--- config.mk ---
export PLATFORM = sky130hd
export DESIGN_NAME = mem_arbiter
export DESIGN_NICKNAME = d
export VERILOG_FILES = /design/src/rtl/mem_arbiter_pkg.sv /design/src/rtl/mem_arb_picker.sv /design/src/rtl/mem_arbiter.sv
export SDC_FILE = /design/constraint.sdc
export NUM_CORES = 1
export LEC_CHECK = 0
export BUFFER_PORTS_ARGS = -buffer_cell sky130_fd_sc_hd__buf_2
export CAP_MARGIN = 20
export CORE_AREA = 2 2 338 340
export DETAILED_ROUTE_END_ITERATION = 10
export DIE_AREA = 0 0 340 342
export PLACE_DENSITY = 0.34
export SETUP_SLACK_MARGIN = 0.5
export SYNTH_ARGS = -nofsm -noshare
export SYNTH_HDL_FRONTEND = slang
export SYNTH_SLANG_ARGS = --single-unit
--- constraint.sdc ---
create_clock -name clk -period 2.8 [get_ports clk]
set_input_delay 0.28 -clock clk [delete_from_list [all_inputs] [get_ports clk]]
set_output_delay 0.28 -clock clk [all_outputs]
set_load 0.1 [all_outputs]
--- src/rtl/mem_arbiter_pkg.sv ---
// -----------------------------------------------------------------------------
// mem_arbiter_pkg
//   Shared types and constants for the I/D-cache memory arbiter.
//   - arb_state_t : arbiter FSM state encoding (2 bits)
//   - PORT_I/PORT_D : port identifiers used for ownership and arbitration
//   - line_addr_of  : byte address -> line address conversion
//   Optional feature macro used by the arbiter files: MEM_ARB_RR_EN.
// -----------------------------------------------------------------------------
package mem_arbiter_pkg;

  localparam int ADDR_W = 32;

  typedef enum logic [1:0] {
    IDLE    = 2'd0,
    ISSUE   = 2'd1,
    WAIT_RD = 2'd2,
    WAIT_WR = 2'd3
  } arb_state_t;

  localparam logic PORT_I = 1'b0;
  localparam logic PORT_D = 1'b1;

  // Discards the in-line byte offset; upper bits fill with zeros.
  function automatic logic [ADDR_W-1:0] line_addr_of(input logic [ADDR_W-1:0] byte_addr,
                                                     input int unsigned line_bits);
    return byte_addr >> line_bits;
  endfunction

endpackage

--- src/rtl/mem_arb_picker.sv ---
// -----------------------------------------------------------------------------
// mem_arb_picker
//   Combinational request picker for the memory arbiter.
//   Inputs : i_valid, d_valid  - pending requests from the I and D ports
//            rr_ptr            - port favoured on a conflict (round-robin build)
//   Outputs: grant_valid       - at least one request is pending
//            grant_port        - winning port (PORT_I / PORT_D)
//   Macro MEM_ARB_RR_EN: defined -> round-robin on conflict (rr_ptr wins);
//                        undefined -> fixed priority, D beats I, rr_ptr ignored.
// -----------------------------------------------------------------------------
module mem_arb_picker
  import mem_arbiter_pkg::*;
(
  input  logic i_valid,
  input  logic d_valid,
  input  logic rr_ptr,
  output logic grant_valid,
  output logic grant_port
);

  assign grant_valid = i_valid | d_valid;

`ifdef MEM_ARB_RR_EN
  always_comb begin
    grant_port = PORT_I;
    if (i_valid && d_valid) grant_port = rr_ptr;
    else if (d_valid)       grant_port = PORT_D;
  end
`else
  // Fixed priority has no use for the pointer.
  logic unused_rr_ptr;
  assign unused_rr_ptr = rr_ptr;

  always_comb begin
    grant_port = PORT_I;
    if (d_valid) grant_port = PORT_D;
  end
`endif

endmodule

--- src/rtl/mem_arbiter.sv ---
// -----------------------------------------------------------------------------
// mem_arbiter
//   Shares one line-granular DataMemory between the I-cache and the D-cache.
//   One transaction outstanding at a time: accept -> issue -> wait -> respond.
//   Ports:
//     clk, reset (async, active-low)
//     i_req_valid/ready/write/addr/din, i_rsp_valid/dout : I-cache side
//     d_req_valid/ready/write/addr/din, d_rsp_valid/dout : D-cache side
//     mem_is_input_valid, mem_addr, mem_read, mem_write, mem_din : to memory
//     mem_is_output_valid, mem_dout, mem_ready                   : from memory
//     busy : FSM not idle
//   Macro MEM_ARB_RR_EN: defined -> round-robin arbitration with rr_ptr;
//                        undefined -> fixed priority (D over I).
// -----------------------------------------------------------------------------
module mem_arbiter
  import mem_arbiter_pkg::*;
#(
  parameter int LINE_SIZE = 16
) (
  input  logic                   clk,
  input  logic                   reset,
  input  logic                   i_req_valid,
  output logic                   i_req_ready,
  input  logic                   i_req_write,
  input  logic [31:0]            i_req_addr,
  input  logic [LINE_SIZE*8-1:0] i_req_din,
  output logic                   i_rsp_valid,
  output logic [LINE_SIZE*8-1:0] i_rsp_dout,
  input  logic                   d_req_valid,
  output logic                   d_req_ready,
  input  logic                   d_req_write,
  input  logic [31:0]            d_req_addr,
  input  logic [LINE_SIZE*8-1:0] d_req_din,
  output logic                   d_rsp_valid,
  output logic [LINE_SIZE*8-1:0] d_rsp_dout,
  output logic                   mem_is_input_valid,
  output logic [31:0]            mem_addr,
  output logic                   mem_read,
  output logic                   mem_write,
  output logic [LINE_SIZE*8-1:0] mem_din,
  input  logic                   mem_is_output_valid,
  input  logic [LINE_SIZE*8-1:0] mem_dout,
  input  logic                   mem_ready,
  output logic                   busy
);

  localparam int unsigned LINE_BITS = $clog2(LINE_SIZE);
  localparam int          LW        = LINE_SIZE * 8;

  arb_state_t  state;
  logic        owner;
  logic        write;
  logic [31:0] line_addr;
  logic [LW-1:0] din;

  logic        grant_valid;
  logic        grant_port;
  logic        rr_ptr;
  logic        accept;
  logic        issue;
  logic        sel_write;
  logic [31:0] sel_addr;
  logic [LW-1:0] sel_din;

  mem_arb_picker u_picker (
    .i_valid     (i_req_valid),
    .d_valid     (d_req_valid),
    .rr_ptr      (rr_ptr),
    .grant_valid (grant_valid),
    .grant_port  (grant_port)
  );

  // No accept while a response pulse is out: the next accept lands the
  // cycle after rsp_valid. Gated by reset so ready stays low in reset.
  assign accept = reset && (state == IDLE) && !i_rsp_valid && !d_rsp_valid && grant_valid;
  assign i_req_ready = accept && (grant_port == PORT_I);
  assign d_req_ready = accept && (grant_port == PORT_D);

  always_comb begin
    sel_write = i_req_write;
    sel_addr  = i_req_addr;
    sel_din   = i_req_din;
    if (grant_port == PORT_D) begin
      sel_write = d_req_write;
      sel_addr  = d_req_addr;
      sel_din   = d_req_din;
    end
  end

`ifdef MEM_ARB_RR_EN
  // Pointer moves to the port that did not just win.
  always_ff @(posedge clk or negedge reset) begin
    if (!reset)      rr_ptr <= PORT_D;
    else if (accept) rr_ptr <= ~grant_port;
  end
`else
  assign rr_ptr = PORT_D;
`endif

  // Memory command is only presented while memory can take it; otherwise
  // every memory-side output sits at zero.
  assign issue              = (state == ISSUE) && mem_ready;
  assign mem_is_input_valid = issue;
  assign mem_read           = issue && !write;
  assign mem_write          = issue && write;
  assign mem_addr           = issue ? line_addr : '0;
  assign mem_din            = (issue && write) ? din : '0;
  assign busy               = (state != IDLE);

  always_ff @(posedge clk or negedge reset) begin
    if (!reset) begin
      state       <= IDLE;
      owner       <= PORT_D;
      write       <= 1'b0;
      line_addr   <= '0;
      din         <= '0;
      i_rsp_valid <= 1'b0;
      d_rsp_valid <= 1'b0;
      i_rsp_dout  <= '0;
      d_rsp_dout  <= '0;
    end else begin
      i_rsp_valid <= 1'b0;
      d_rsp_valid <= 1'b0;
      case (state)
        IDLE: begin
          if (accept) begin
            owner     <= grant_port;
            write     <= sel_write;
            line_addr <= line_addr_of(sel_addr, LINE_BITS);
            din       <= sel_din;
            state     <= ISSUE;
          end
        end
        ISSUE: begin
          if (mem_ready) state <= write ? WAIT_WR : WAIT_RD;
        end
        WAIT_RD: begin
          if (mem_is_output_valid) begin
            if (owner == PORT_D) begin
              d_rsp_dout  <= mem_dout;
              d_rsp_valid <= 1'b1;
            end else begin
              i_rsp_dout  <= mem_dout;
              i_rsp_valid <= 1'b1;
            end
            state <= IDLE;
          end
        end
        WAIT_WR: begin
          // Entered at least one cycle after the issue, so the ack only
          // needs memory to be ready again.
          if (mem_ready) begin
            if (owner == PORT_D) d_rsp_valid <= 1'b1;
            else                 i_rsp_valid <= 1'b1;
            state <= IDLE;
          end
        end
        default: state <= IDLE;
      endcase
    end
  end

endmodule

==> results of run 1 <==
## sequential cells by signal (all words and copies together), names as in the netlist
signal       cells
line_addr       28
i_rsp_dout     128
owner            1
write            1
d_rsp_dout     128
i_rsp_valid      1
state            2
din            128
d_rsp_valid      1
## cell type report
cell class	instances	share of cell area, %
sequential	418	32.4
timing repair buffer	1204	32.0
multi-input combinational	750	24.4
tap	1512	5.85
clock buffer	78	4.73
clock inverter	19	0.689
antenna	6	0.0464
## worst max-delay path: cells and delay by family, from the launching register on
| kind | cells | cell delay [ns] |
|---|---|---|
| flops | 1 | 0.42 |
| buf+inv | 4 | 0.77 |
| simple gates | 2 | 0.32 |
## timing repair
item | CTS | global route
pin swaps | 10 | 10
hold buffers | 264 | 0
endpoints found under the setup margin | 161 | 204
cloned | 9 | 3
resized for setup | 350 | 88
buffers inserted | 15 | 8
endpoints found under the hold margin | 453 | 0
## logic make-up after synthesis
kind of cell	Yosys count
compound gates	2
mux	573
flops	418
other cells	1
buf+inv	99
simple gates	171
## per-stage QoR
| step | setup WS [ns] | instance area (um2) |
|---|---|---|
| detailed placement | 0.532 | 25700 |
| floorplan | 0.140 | 18500 |
| global placement | 0.565 | 25700 |
| finish | 0.392 | 32300 |
| CTS | 0.343 | 31800 |
| global route | 0.303 | 32300 |
## cells in the final DEF, fill, tap and decap left out, types with 3 or more instances in the layout
master,n
sky130_fd_sc_hd__and2_1,20
sky130_fd_sc_hd__and2_2,9
sky130_fd_sc_hd__and3_1,75
sky130_fd_sc_hd__and3_4,54
sky130_fd_sc_hd__buf_12,138
sky130_fd_sc_hd__buf_16,11
sky130_fd_sc_hd__buf_2,704
sky130_fd_sc_hd__buf_4,30
sky130_fd_sc_hd__buf_6,8
sky130_fd_sc_hd__buf_8,46
sky130_fd_sc_hd__bufinv_16,3
sky130_fd_sc_hd__clkbuf_1,13
sky130_fd_sc_hd__clkbuf_16,55
sky130_fd_sc_hd__clkbuf_8,13
sky130_fd_sc_hd__clkinv_2,10
sky130_fd_sc_hd__conb_1,4
sky130_fd_sc_hd__dfrtp_1,415
sky130_fd_sc_hd__diode_2,6
sky130_fd_sc_hd__dlygate4sd3_1,263
sky130_fd_sc_hd__mux2_1,87
sky130_fd_sc_hd__mux2_2,485
## Yosys cell counts
cell type / n
sky130_fd_sc_hd__nor2b_1: 2
sky130_fd_sc_hd__nor2_1: 3
sky130_fd_sc_hd__mux2i_1: 1
sky130_fd_sc_hd__and2_1: 30
sky130_fd_sc_hd__nand3b_1: 1
sky130_fd_sc_hd__dfrtp_1: 417
sky130_fd_sc_hd__nor3_1: 1
sky130_fd_sc_hd__dfstp_2: 1
sky130_fd_sc_hd__buf_2: 19
sky130_fd_sc_hd__nor4_4: 1
sky130_fd_sc_hd__o221a_2: 1
sky130_fd_sc_hd__clkbuf_1: 63
sky130_fd_sc_hd__buf_4: 13
sky130_fd_sc_hd__and3_1: 129
sky130_fd_sc_hd__buf_1: 4
sky130_fd_sc_hd__o21ai_0: 1
sky130_fd_sc_hd__nand2_1: 2
sky130_fd_sc_hd__mux2_2: 485
sky130_fd_sc_hd__or2_1: 1
sky130_fd_sc_hd__conb_1: 1
sky130_fd_sc_hd__nand4b_1: 1
sky130_fd_sc_hd__mux2_1: 87
## how the worst max path moves through the flow
stage / from / end / slack (ns) / cells past startpoint
after floorplan: state[1]$_DFFE_PN0P_ / i_req_ready / 0.14 / 6
after global placement: state[1]$_DFFE_PN0P_ / line_addr[17]$_DFFE_PN0P_ / 0.57 / 4
after detailed placement: state[1]$_DFFE_PN0P_ / line_addr[11]$_DFFE_PN0P_ / 0.53 / 4
after CTS: state[1]$_DFFE_PN0P_ / mem_din[106] / 0.34 / 7
after global routing: state[1]$_DFFE_PN0P_ / mem_din[33] / 0.30 / 6
final: state[1]$_DFFE_PN0P_ / mem_din[33] / 0.39 / 6
## metal layers
metal | track usage, % | share of wire [%] | vias up
li1 | - | - | 6871
met1 | 12.6 | 36 | 7395
met2 | 22.6 | 53 | 559
met3 | 4.40 | 8.5 | 112
met4 | 3.68 | 3.0 | 12
met5 | 0 | 0.11 | -
==> load_flow_metrics.sql, run 1 <==
INSERT INTO impl_metrics (metric_group, metric, value, unit) VALUES
('yosys', 'syn_inst', '1264', ''),
('yosys', 'yosys.area_share.simple', '5.82', '%'),
('floorplanning', 'start_util', '16.3', '%'),
('finish', 'post_route_cells_drive_above_1_share', '64.2', '%'),
('timing', 'unrepaired_setup_endpoints_after_global_routing', 'true', ''),
('yosys', 'synth_fa_ha_area_share', '0', '%'),
('setup_path', 'worstPathMaxFanout', '15', ''),
('global_routing', 'globalRouteTotalUtil', '12.1', '%'),
('setup_path', 'worstSetupStartpointType', 'flip-flop', ''),
('place', 'dpl.hpwl', '51100', 'um'),
('timing', 'setup-tns-final', '0', 'ns'),
('yosys', 'ys_top_cells_by_area', 'sky130_fd_sc_hd__dfrtp_1, sky130_fd_sc_hd__mux2_2, sky130_fd_sc_hd__mux2_1', ''),
('place', 'place_inst', '3585', ''),
('setup_path', 'r2r-end', 'i_rsp_dout[58]$_DFFE_PN0P_', ''),
('timing', 'fin_hold_ws', '0.0477', 'ns'),
('global_routing', 'pin_count_of_the_biggest_net_entering_global_routing', '130', ''),
('yosys', 'synth_top_family_by_area', 'multiplexers', ''),
('yosys', 'synth.yosys.warnings', '0', ''),
('timing', 'timing.final.crit_period', '2.41', 'ns'),
('clocking', 'cts-root-to-sink-buffers', '3', ''),
('worst_hold_path', 'worstHoldStart', 'i_req_din[125]', ''),
('floorplanning', 'floorplan.die.height', '342', 'um'),
('timing', 'hold_viol', '0', ''),
('yosys', 'yosys.cell_types.count', '22', ''),
('setup_path', 'timing.setup.critical_path_class', 'reg -> out', ''),
('clocking', 'clock_tree.root_cell', 'sky130_fd_sc_hd__clkbuf_16', ''),
('timing', 'transition_time_at_the_pin_with_the_least_slew_margin', '0.793', 'ns'),
('finish', 'final.fill_count', '11649', ''),
('timing', 'report.final.slew_viol_count', '0', ''),
('outcome', 'outcome', 'completed', ''),
('finish', 'non_filler_instances', '3987', ''),
('floorplanning', 'die_width', '340', 'um'),
('yosys', 'synth_xor_area_share', '0', '%'),
('finish', 'final_util', '28.6', '%'),
('yosys', 'synth_compound_area_share', '0.0882', '%'),
('drt', 'first_iter_violations', '298', ''),
('drt', 'route.final.wire_length', '74700', 'um'),
('yosys', 'synth_area', '18500', 'um2'),
('worst_hold_path', 'hold-path-cell-count', '3', ''),
('yosys', 'synth_top_cell_area_share', '56.6', '%'),
('clocking', 'clock_sink_count', '418', ''),
('finish', 'final-seq-area', '10500', 'um2'),
('timing', 'worst_slew_margin_rel', '47.1', '%'),
('finish', 'design.final.nets', '2882', ''),
('clocking', 'cts_max_level', '2', ''),
('clocking', 'clkSlewWorstSetupHoldPaths', '0.06', 'ns'),
('clocking', 'cts_tree', 'done', ''),
('drt', 'detail_route.wl_per_cell', '18.7', 'um'),
('setup_path', 'crit_chain', 'buf_6 -> nor2_4 -> buf_6 -> clkbuf_16 -> and3_1 -> buf_8', ''),
('clocking', 'tritoncts.num_buffers', '52', ''),
('timing', 'finalClockSkew', '0.0230', 'ns'),
('clocking', 'clk-insertion-delay-late', '0.63', 'ns'),
('worst_hold_path', 'worst_hold_path_type', 'in -> reg', ''),
('setup_path', 'cp_data_required_time', '2.52', 'ns'),
('job', 'drv.max_cap_violation_count', '0', ''),
('setup_path', 'timing.critical_path.slowest_cell_delay', '0.42', 'ns'),
('drt', 'route.detailed.vias_per_inst', '3.75', ''),
('drt', 'num_vias', '14949', ''),
('floorplanning', 'floorplan.rows', '124', ''),
('setup_path', 'worstPathArrival', '2.13', 'ns'),
('drt', 'drc_errors', '0', ''),
('setup_path', 'cpMaxStageDelayCell', 'sky130_fd_sc_hd__dfrtp_2', ''),
('yosys', 'post_synth.cell_area_avg', '14.6', 'um2'),
('yosys', 'yosysSeqAreaShare', '56.7', '%'),
('place', 'port_buffers', '867', ''),
('yosys', 'ys_ff_latch', '418', ''),
('floorplanning', 'die_area', '116000', 'um2'),
('finish', 'layout-area-overhead-vs-synth', '75.3', '%'),
('setup_path', 'r2r.worst_path.cells', '8', ''),
('timing', 'final_setup_violation_count', '0', ''),
('drt', 'dr.pass1.iters', '4', '');
Power of run 1 is left out: the tool's default activity adds up to more than one toggle a clock period on the data nets, which glitch-free logic cannot reach.
==> run 2, diff against run 1 <==
CELL_PAD_IN_SITES_DETAIL_PLACEMENT = 1   (was not set)
CELL_PAD_IN_SITES_GLOBAL_PLACEMENT = 2   (was not set)
CORE_AREA = 2 2 346 348   (was 2 2 338 340)
DIE_AREA = 0 0 348 350   (was 0 0 340 342)
PLACE_DENSITY = 0.46   (was 0.34)
==> run 2 against run 1 <==
Compared with the run above:
- global-route usage grew 0.11 points
- sequential cell count unchanged
- worst setup slack better by 0.020 ns
- largest cell class unchanged
- register-to-register slack better by 0.05 ns
- utilization fell by 0.93 points
- maximum frequency grew 0.84%
- clock skew barely moved
- non-clock buffer count fell by 6
- wire length is 6.1% higher
- sequential share of layout area down 0.23 points
==> load_flow_metrics.sql, run 2 (synthesized netlist as in run 1, its figures left out) <==
INSERT INTO impl_metrics (metric_group, metric, value, unit) VALUES
('outcome', 'outcome', 'completed', ''),
('worst_hold_path', 'worst_hold_path_type', 'in -> reg', ''),
('setup_path', 'r2r.worst_path.cells', '7', ''),
('place', 'placedInstanceArea', '25900', 'um2'),
('floorplanning', 'floorplan.rows', '126', ''),
('setup_path', 'r2r-end', 'din[62]$_DFFE_PN0P_', ''),
('timing', 'worst_slew_margin_rel', '33.1', '%'),
('finish', 'final_area', '32600', 'um2'),
('global_routing', 'pin_count_of_the_biggest_net_entering_global_routing', '152', ''),
('finish', 'layout-area-overhead-vs-synth', '76.5', '%'),
('drt', 'detail_route.wl_per_cell', '19.8', 'um'),
('timing', 'finalClockSkew', '0.0232', 'ns'),
('floorplanning', 'core-area', '118000', 'um2'),
('place', 'routabilityCongestion', '0.794', ''),
('setup_path', 'path_length_in_cells_of_the_critical_path', '6', ''),
('global_routing', 'grt_overflow_total', '0', ''),
('timing', 'final_setup_violation_count', '0', ''),
('global_routing', 'vias_in_the_first_global_route', '17250', ''),
('clocking', 'clkSlewWorstSetupHoldPaths', '0.06', 'ns'),
('finish', 'final_common_cell', 'sky130_fd_sc_hd__buf_2', ''),
('setup_path', 'timing.rr.start', 'state[0]$_DFFE_PN0P_', ''),
('worst_hold_path', 'worstHoldStart', 'd_req_din[50]', ''),
('drt', 'number_of_routed_nets_with_antenna_violations', '0', ''),
('clocking', 'cts_tree', 'done', ''),
('setup_path', 'timing.critical_path.slowest_cell_delay', '0.41', 'ns'),
('setup_path', 'end_kind', 'output pin', ''),
('timing', 'transition_time_at_the_pin_with_the_least_slew_margin', '1.00', 'ns'),
('setup_path', 'timing.setup.critical_path_class', 'reg -> out', ''),
('finish', 'final_util', '27.7', '%'),
('drt', 'route.final.wire_length', '79200', 'um'),
('timing', 'timing.fmax', '419', 'MHz'),
('drt', 'dr.pass1.iters', '4', ''),
('floorplanning', 'die_area', '122000', 'um2'),
('clocking', 'clock_tree.root_cell', 'sky130_fd_sc_hd__clkbuf_16', ''),
('place', 'dpl.hpwl', '56200', 'um'),
('drt', 'detail_route.wirelength.met1', '27800', 'um'),
('global_routing', 'grt_pass1_wl', '113000', 'um'),
('setup_path', 'cp_data_required_time', '2.52', 'ns'),
('finish', 'layout.cells.most_common_list', 'sky130_fd_sc_hd__buf_2, sky130_fd_sc_hd__mux2_2, sky130_fd_sc_hd__dfrtp_1, sky130_fd_sc_hd__dlygate4sd3_1, sky130_fd_sc_hd__buf_12', ''),
('floorplanning', 'die_width', '348', 'um'),
('job', 'drv.max_cap_violation_count', '0', ''),
('clocking', 'clk-insertion-delay-late', '0.63', 'ns'),
('clocking', 'cts-root-to-sink-buffers', '3', ''),
('timing', 'unrepaired_setup_endpoints_after_global_routing', 'true', ''),
('drt', 'first_iter_violations', '430', ''),
('setup_path', 'timing.critical_path.max_delay_family', 'buffers and inverters', ''),
('setup_path', 'slack_of_the_worst_reg_to_reg_path', '0.69', 'ns'),
('drt', 'wl_met2', '42600', 'um'),
('setup_path', 'worstPathMaxFanout', '14', ''),
('drt', 'drc_errors', '0', ''),
('place', 'port_buffers', '867', ''),
('setup_path', 'cp_num_buf_inv', '3', ''),
('setup_path', 'worst_path_most_repeated_cell', 'sky130_fd_sc_hd__buf_12', ''),
('floorplanning', 'ios', '880', ''),
('finish', 'post_route_cells_drive_above_1_share', '66.0', '%'),
('setup_path', 'worstSetupStartpointType', 'flip-flop', ''),
('clocking', 'clock_sink_count', '418', ''),
('finish', 'reg.largest.list', 'd_rsp_dout (128), din (128), i_rsp_dout (128)', ''),
('clocking', 'tritoncts.num_buffers', '52', ''),
('timing', 'setup-tns-final', '0', 'ns'),
('drt', 'highest_layer', 'met5', ''),
('clocking', 'cts_max_level', '2', ''),
('setup_path', 'crit_chain', 'nand2_2 -> nor2_4 -> buf_12 -> buf_16 -> and3_1 -> buf_12', ''),
('timing', 'finalWorstSetupSlack', '0.412', 'ns'),
('worst_hold_path', 'hold_path_end', 'din[50]$_DFFE_PN0P_', ''),
('global_routing', 'globalRouteTotalUtil', '12.2', '%'),
('worst_hold_path', 'hold-path-cell-count', '3', ''),
('floorplanning', 'floorplan.die.height', '350', 'um'),
('place', 'pre_cts_slack', '0.499', 'ns'),
('setup_path', 'worstPathArrival', '2.11', 'ns'),
('drt', 'route.detailed.vias_per_inst', '3.76', ''),
('timing', 'timing.final.crit_period', '2.39', 'ns'),
('global_routing', 'antenna_found_initial', '9', ''),
('timing', 'hold_viol', '0', ''),
('drt', 'num_vias', '15022', ''),
('timing', 'post-route-period-util', '85.3', '%'),
('setup_path', 'cpMaxStageDelayCell', 'sky130_fd_sc_hd__dfrtp_1', ''),
('floorplanning', 'start_util', '15.7', '%'),
('timing', 'report.final.slew_viol_count', '0', ''),
('drt', 'met3_length', '6280', 'um'),
('finish', 'design.final.nets', '2876', '');
## run 2: final cells by class
type / count / area, um2
Tap cell: 1536 / 1920
Clock buffer: 79 / 1480
Fill cell: 12994 / 85200
Sequential cell: 418 / 10500
Antenna cell: 4 / 10.0
Timing Repair Buffer: 1198 / 10400
Multi-Input combinational cell: 750 / 8170
Clock inverter: 9 / 140
## run 2: per-stage QoR
stage / cells / hold WS, ns
after floorplan: 1267 / -0.0156
after global placement: 3601 / 0.377
after detailed placement: 3601 / 0.390
after CTS: 3978 / 0.000261
after global routing: 3992 / 0.00126
final: 3994 / 0.0470
## run 2: worst reg2reg max path, cell delays in order (launching register included)
cell and delay, ns:
sky130_fd_sc_hd__dfrtp_1 0.42, sky130_fd_sc_hd__or2_4 0.28, sky130_fd_sc_hd__nor4_4 0.25, sky130_fd_sc_hd__buf_4 0.15, sky130_fd_sc_hd__buf_4 0.13, sky130_fd_sc_hd__buf_12 0.17
sky130_fd_sc_hd__buf_12 0.23, sky130_fd_sc_hd__mux2_1 0.35
## run 2: repair_timing
| action | in CTS | in global routing |
|---|---|---|
| setup endpoints to repair | 161 | 161 |
| gates cloned | 4 | 8 |
| endpoints found under the hold margin | 537 | 0 |
| hold buffers | 273 | 0 |
| resized for setup | 207 | 288 |
| pin swaps | 2 | 21 |
| setup buffers | 12 | 4 |
## run 2: routing by layer
layer,track usage (%),vias to the layer above
met3,4.63,117
li1,-,6825
met5,0,-
met1,12.5,7525
met2,23.0,549
met4,3.75,6
## run 2: worst max path at each step
stage	startpoint	to
2_1_floorplan	state[1]$_DFFE_PN0P_	i_req_ready
3_3_place_gp	write$_DFFE_PN0P_	mem_din[51]
3_5_place_dp	write$_DFFE_PN0P_	mem_din[98]
4_1_cts	state[0]$_DFFE_PN0P_	mem_din[98]
5_1_grt	state[0]$_DFFE_PN0P_	mem_din[41]
6_report	state[0]$_DFFE_PN0P_	mem_din[74]
Power of run 2 is left out for the same reason.
==> run 3, diff against run 2 <==
CELL_PAD_IN_SITES_GLOBAL_PLACEMENT = 1   (was 2)
CORE_AREA = 2 2 342 344   (was 2 2 346 348)
DIE_AREA = 0 0 344 346   (was 0 0 348 350)
PLACE_DENSITY = 0.4   (was 0.46)
==> run 3 against run 2 <==
Compared with the run above:
- die area is 2.3% lower
- sequential cell count is the same
- non-clock buffer count is 108 higher
==> load_flow_metrics.sql, run 3 (synthesized netlist as in run 1, its figures left out) <==
INSERT INTO impl_metrics (metric_group, metric, value, unit) VALUES
('outcome', 'outcome', 'completed', ''),
('setup_path', 'worstPathArrival', '2.18', 'ns'),
('floorplanning', 'floorplan.rows', '125', ''),
('drt', 'route.final.wire_length', '82900', 'um'),
('floorplanning', 'core-area', '115000', 'um2'),
('timing', 'report.final.slew_viol_count', '0', ''),
('finish', 'final_common_cell', 'sky130_fd_sc_hd__buf_2', ''),
('clocking', 'cts-root-to-sink-buffers', '3', ''),
('drt', 'drc_errors', '0', ''),
('timing', 'unrepaired_setup_endpoints_after_global_routing', 'true', ''),
('floorplanning', 'die_width', '344', 'um'),
('finish', 'layout-area-overhead-vs-synth', '85.2', '%'),
('clocking', 'cts_max_level', '2', ''),
('setup_path', 'worstPathMaxFanout', '3', ''),
('global_routing', 'grt_pass1_wl', '118000', 'um'),
('timing', 'post-route-period-util', '87.7', '%'),
('setup_path', 'worst_path_most_repeated_cell', 'sky130_fd_sc_hd__buf_12', ''),
('clocking', 'clk-insertion-delay-late', '0.63', 'ns'),
('global_routing', 'pin_count_of_the_biggest_net_entering_global_routing', '133', ''),
('global_routing', 'grt_overflow_total', '0', ''),
('clocking', 'tritoncts.num_buffers', '54', ''),
('clocking', 'clock_sink_count', '418', ''),
('place', 'dpl.hpwl', '56900', 'um'),
('timing', 'finalClockSkew', '0.0139', 'ns'),
('timing', 'fin_hold_ws', '0.0423', 'ns'),
('drt', 'num_vias', '15544', ''),
('drt', 'detail_route.wirelength.met1', '29500', 'um'),
('floorplanning', 'die_area', '119000', 'um2'),
('floorplanning', 'ios', '880', ''),
('setup_path', 'crit_chain', 'or2_4 -> nor4_4 -> buf_4 -> buf_12 -> nor2b_4 -> buf_12', ''),
('setup_path', 'cp_data_required_time', '2.52', 'ns'),
('setup_path', 'cp_num_buf_inv', '3', ''),
('finish', 'layout.cells.most_common_list', 'sky130_fd_sc_hd__buf_2, sky130_fd_sc_hd__mux2_2, sky130_fd_sc_hd__dfrtp_1, sky130_fd_sc_hd__dlygate4sd3_1, sky130_fd_sc_hd__buf_12', ''),
('setup_path', 'worstSetupStartpointType', 'flip-flop', ''),
('finish', 'reg.largest.list', 'd_rsp_dout (128), din (128), i_rsp_dout (128)', ''),
('timing', 'timing.final.crit_period', '2.46', 'ns'),
('drt', 'highest_layer', 'met5', ''),
('place', 'routabilityCongestion', '0.759', ''),
('place', 'port_buffers', '867', ''),
('floorplanning', 'floorplan.die.height', '346', 'um'),
('global_routing', 'globalRouteTotalUtil', '13.2', '%'),
('timing', 'timing.fmax', '407', 'MHz'),
('timing', 'transition_time_at_the_pin_with_the_least_slew_margin', '1.02', 'ns'),
('drt', 'wl_met2', '44400', 'um'),
('clocking', 'clock_tree.root_cell', 'sky130_fd_sc_hd__clkbuf_16', ''),
('worst_hold_path', 'worst_hold_path_type', 'in -> reg', ''),
('timing', 'hold_viol', '0', ''),
('finish', 'final.fill_count', '12560', ''),
('clocking', 'cts_tree', 'done', ''),
('finish', 'non_filler_instances', '4096', ''),
('drt', 'detail_route.wl_per_cell', '20.2', 'um'),
('timing', 'final_setup_violation_count', '0', ''),
('timing', 'setup-tns-final', '0', 'ns'),
('place', 'place_inst', '3601', ''),
('setup_path', 'timing.critical_path.max_delay_family', 'simple AND/OR/NAND/NOR gates', ''),
('setup_path', 'end_kind', 'output pin', ''),
('setup_path', 'timing.setup.critical_path_class', 'reg -> out', ''),
('timing', 'worst_slew_margin_rel', '31.8', '%'),
('finish', 'design.final.nets', '2986', ''),
('setup_path', 'timing.critical_path.slowest_cell_delay', '0.40', 'ns'),
('place', 'placedInstanceArea', '25700', 'um2'),
('job', 'drv.max_cap_violation_count', '0', ''),
('drt', 'route.detailed.vias_per_inst', '3.79', ''),
('finish', 'final_area', '34200', 'um2'),
('global_routing', 'antenna_found_initial', '8', ''),
('drt', 'dr.pass1.iters', '4', ''),
('floorplanning', 'start_util', '16.0', '%'),
('drt', 'met3_length', '6830', 'um'),
('setup_path', 'cpMaxStageDelayCell', 'sky130_fd_sc_hd__dfrtp_1', ''),
('clocking', 'clkSlewWorstSetupHoldPaths', '0.06', 'ns'),
('drt', 'number_of_routed_nets_with_antenna_violations', '0', ''),
('drt', 'first_iter_violations', '312', ''),
('finish', 'post_route_cells_drive_above_1_share', '66.2', '%'),
('global_routing', 'vias_in_the_first_global_route', '17862', '');
## run 3: cell count changes in the layout (fill, tap and decap cells not counted), moves of 10 or more
cell,delta
sky130_fd_sc_hd__and2_4,+10
sky130_fd_sc_hd__and3_4,+26
sky130_fd_sc_hd__clkinv_2,+10
sky130_fd_sc_hd__dlygate4sd3_1,+72
sky130_fd_sc_hd__and3_1,-26
sky130_fd_sc_hd__buf_16,+15
sky130_fd_sc_hd__buf_4,+15
## run 3: area by class of cell
type                    count  area (um2)  share of cell area (%)
diodes                      2        5.00                  0.0146
clock buffers              76        1550                    4.55
clock inverters            20         164                   0.480
multi-input cells         750        8310                    24.3
flip-flops and latches    418       10500                    30.6
well taps                1524        1910                    5.58
repair buffers           1306       11800                    34.4
## run 3: final timing paths
| path | from | end | slack (ns) | cells past startpoint |
|---|---|---|---|---|
| max in group asynchronous | reset | i_rsp_dout[66]$_DFFE_PN0P_ | 0.97 | 5 |
| hold reg to reg | din[53]$_DFFE_PN0P_ | din[53]$_DFFE_PN0P_ | 0.49 | 1 |
| hold / removal | d_req_din[119] | din[119]$_DFFE_PN0P_ | 0.04 | 3 |
| setup / recovery | state[0]$_DFFE_PN0P_ | i_req_ready | 0.34 | 6 |
| min in group asynchronous | reset | i_rsp_dout[115]$_DFFE_PN0P_ | 0.22 | 3 |
| setup reg to reg | state[0]$_DFFE_PN0P_ | din[95]$_DFFE_PN0P_ | 0.58 | 7 |
## run 3: through the flow
stage	setup slack (ns)	utilization [%]
floorplan	0.140	-
global placement	0.562	22.3
detailed placement	0.518	22.3
CTS	0.270	29.0
global route	0.206	29.6
finish	0.345	29.6
## run 3: worst min-delay path, delay by kind of cell
kind	cells	cell delay, ns
multiplexers	2	0.29
buffers and inverters	1	0.07
## run 3: layer usage
metal | GRT usage [%] | vias up
li1 | - | 7059
met1 | 13.4 | 7818
met5 | 0 | -
met4 | 3.70 | 10
met2 | 25.0 | 553
met3 | 4.87 | 104
## run 3: repair_timing
action | 4_1_cts | 5_1_grt
setup endpoints to repair | 161 | 317
gates cloned | 15 | 10
resized for setup | 505 | 103
hold buffers | 346 | 0
endpoints found under the hold margin | 559 | 0
setup buffers | 23 | 3
pin swaps | 46 | 37
Power of run 3 is left out for the same reason.
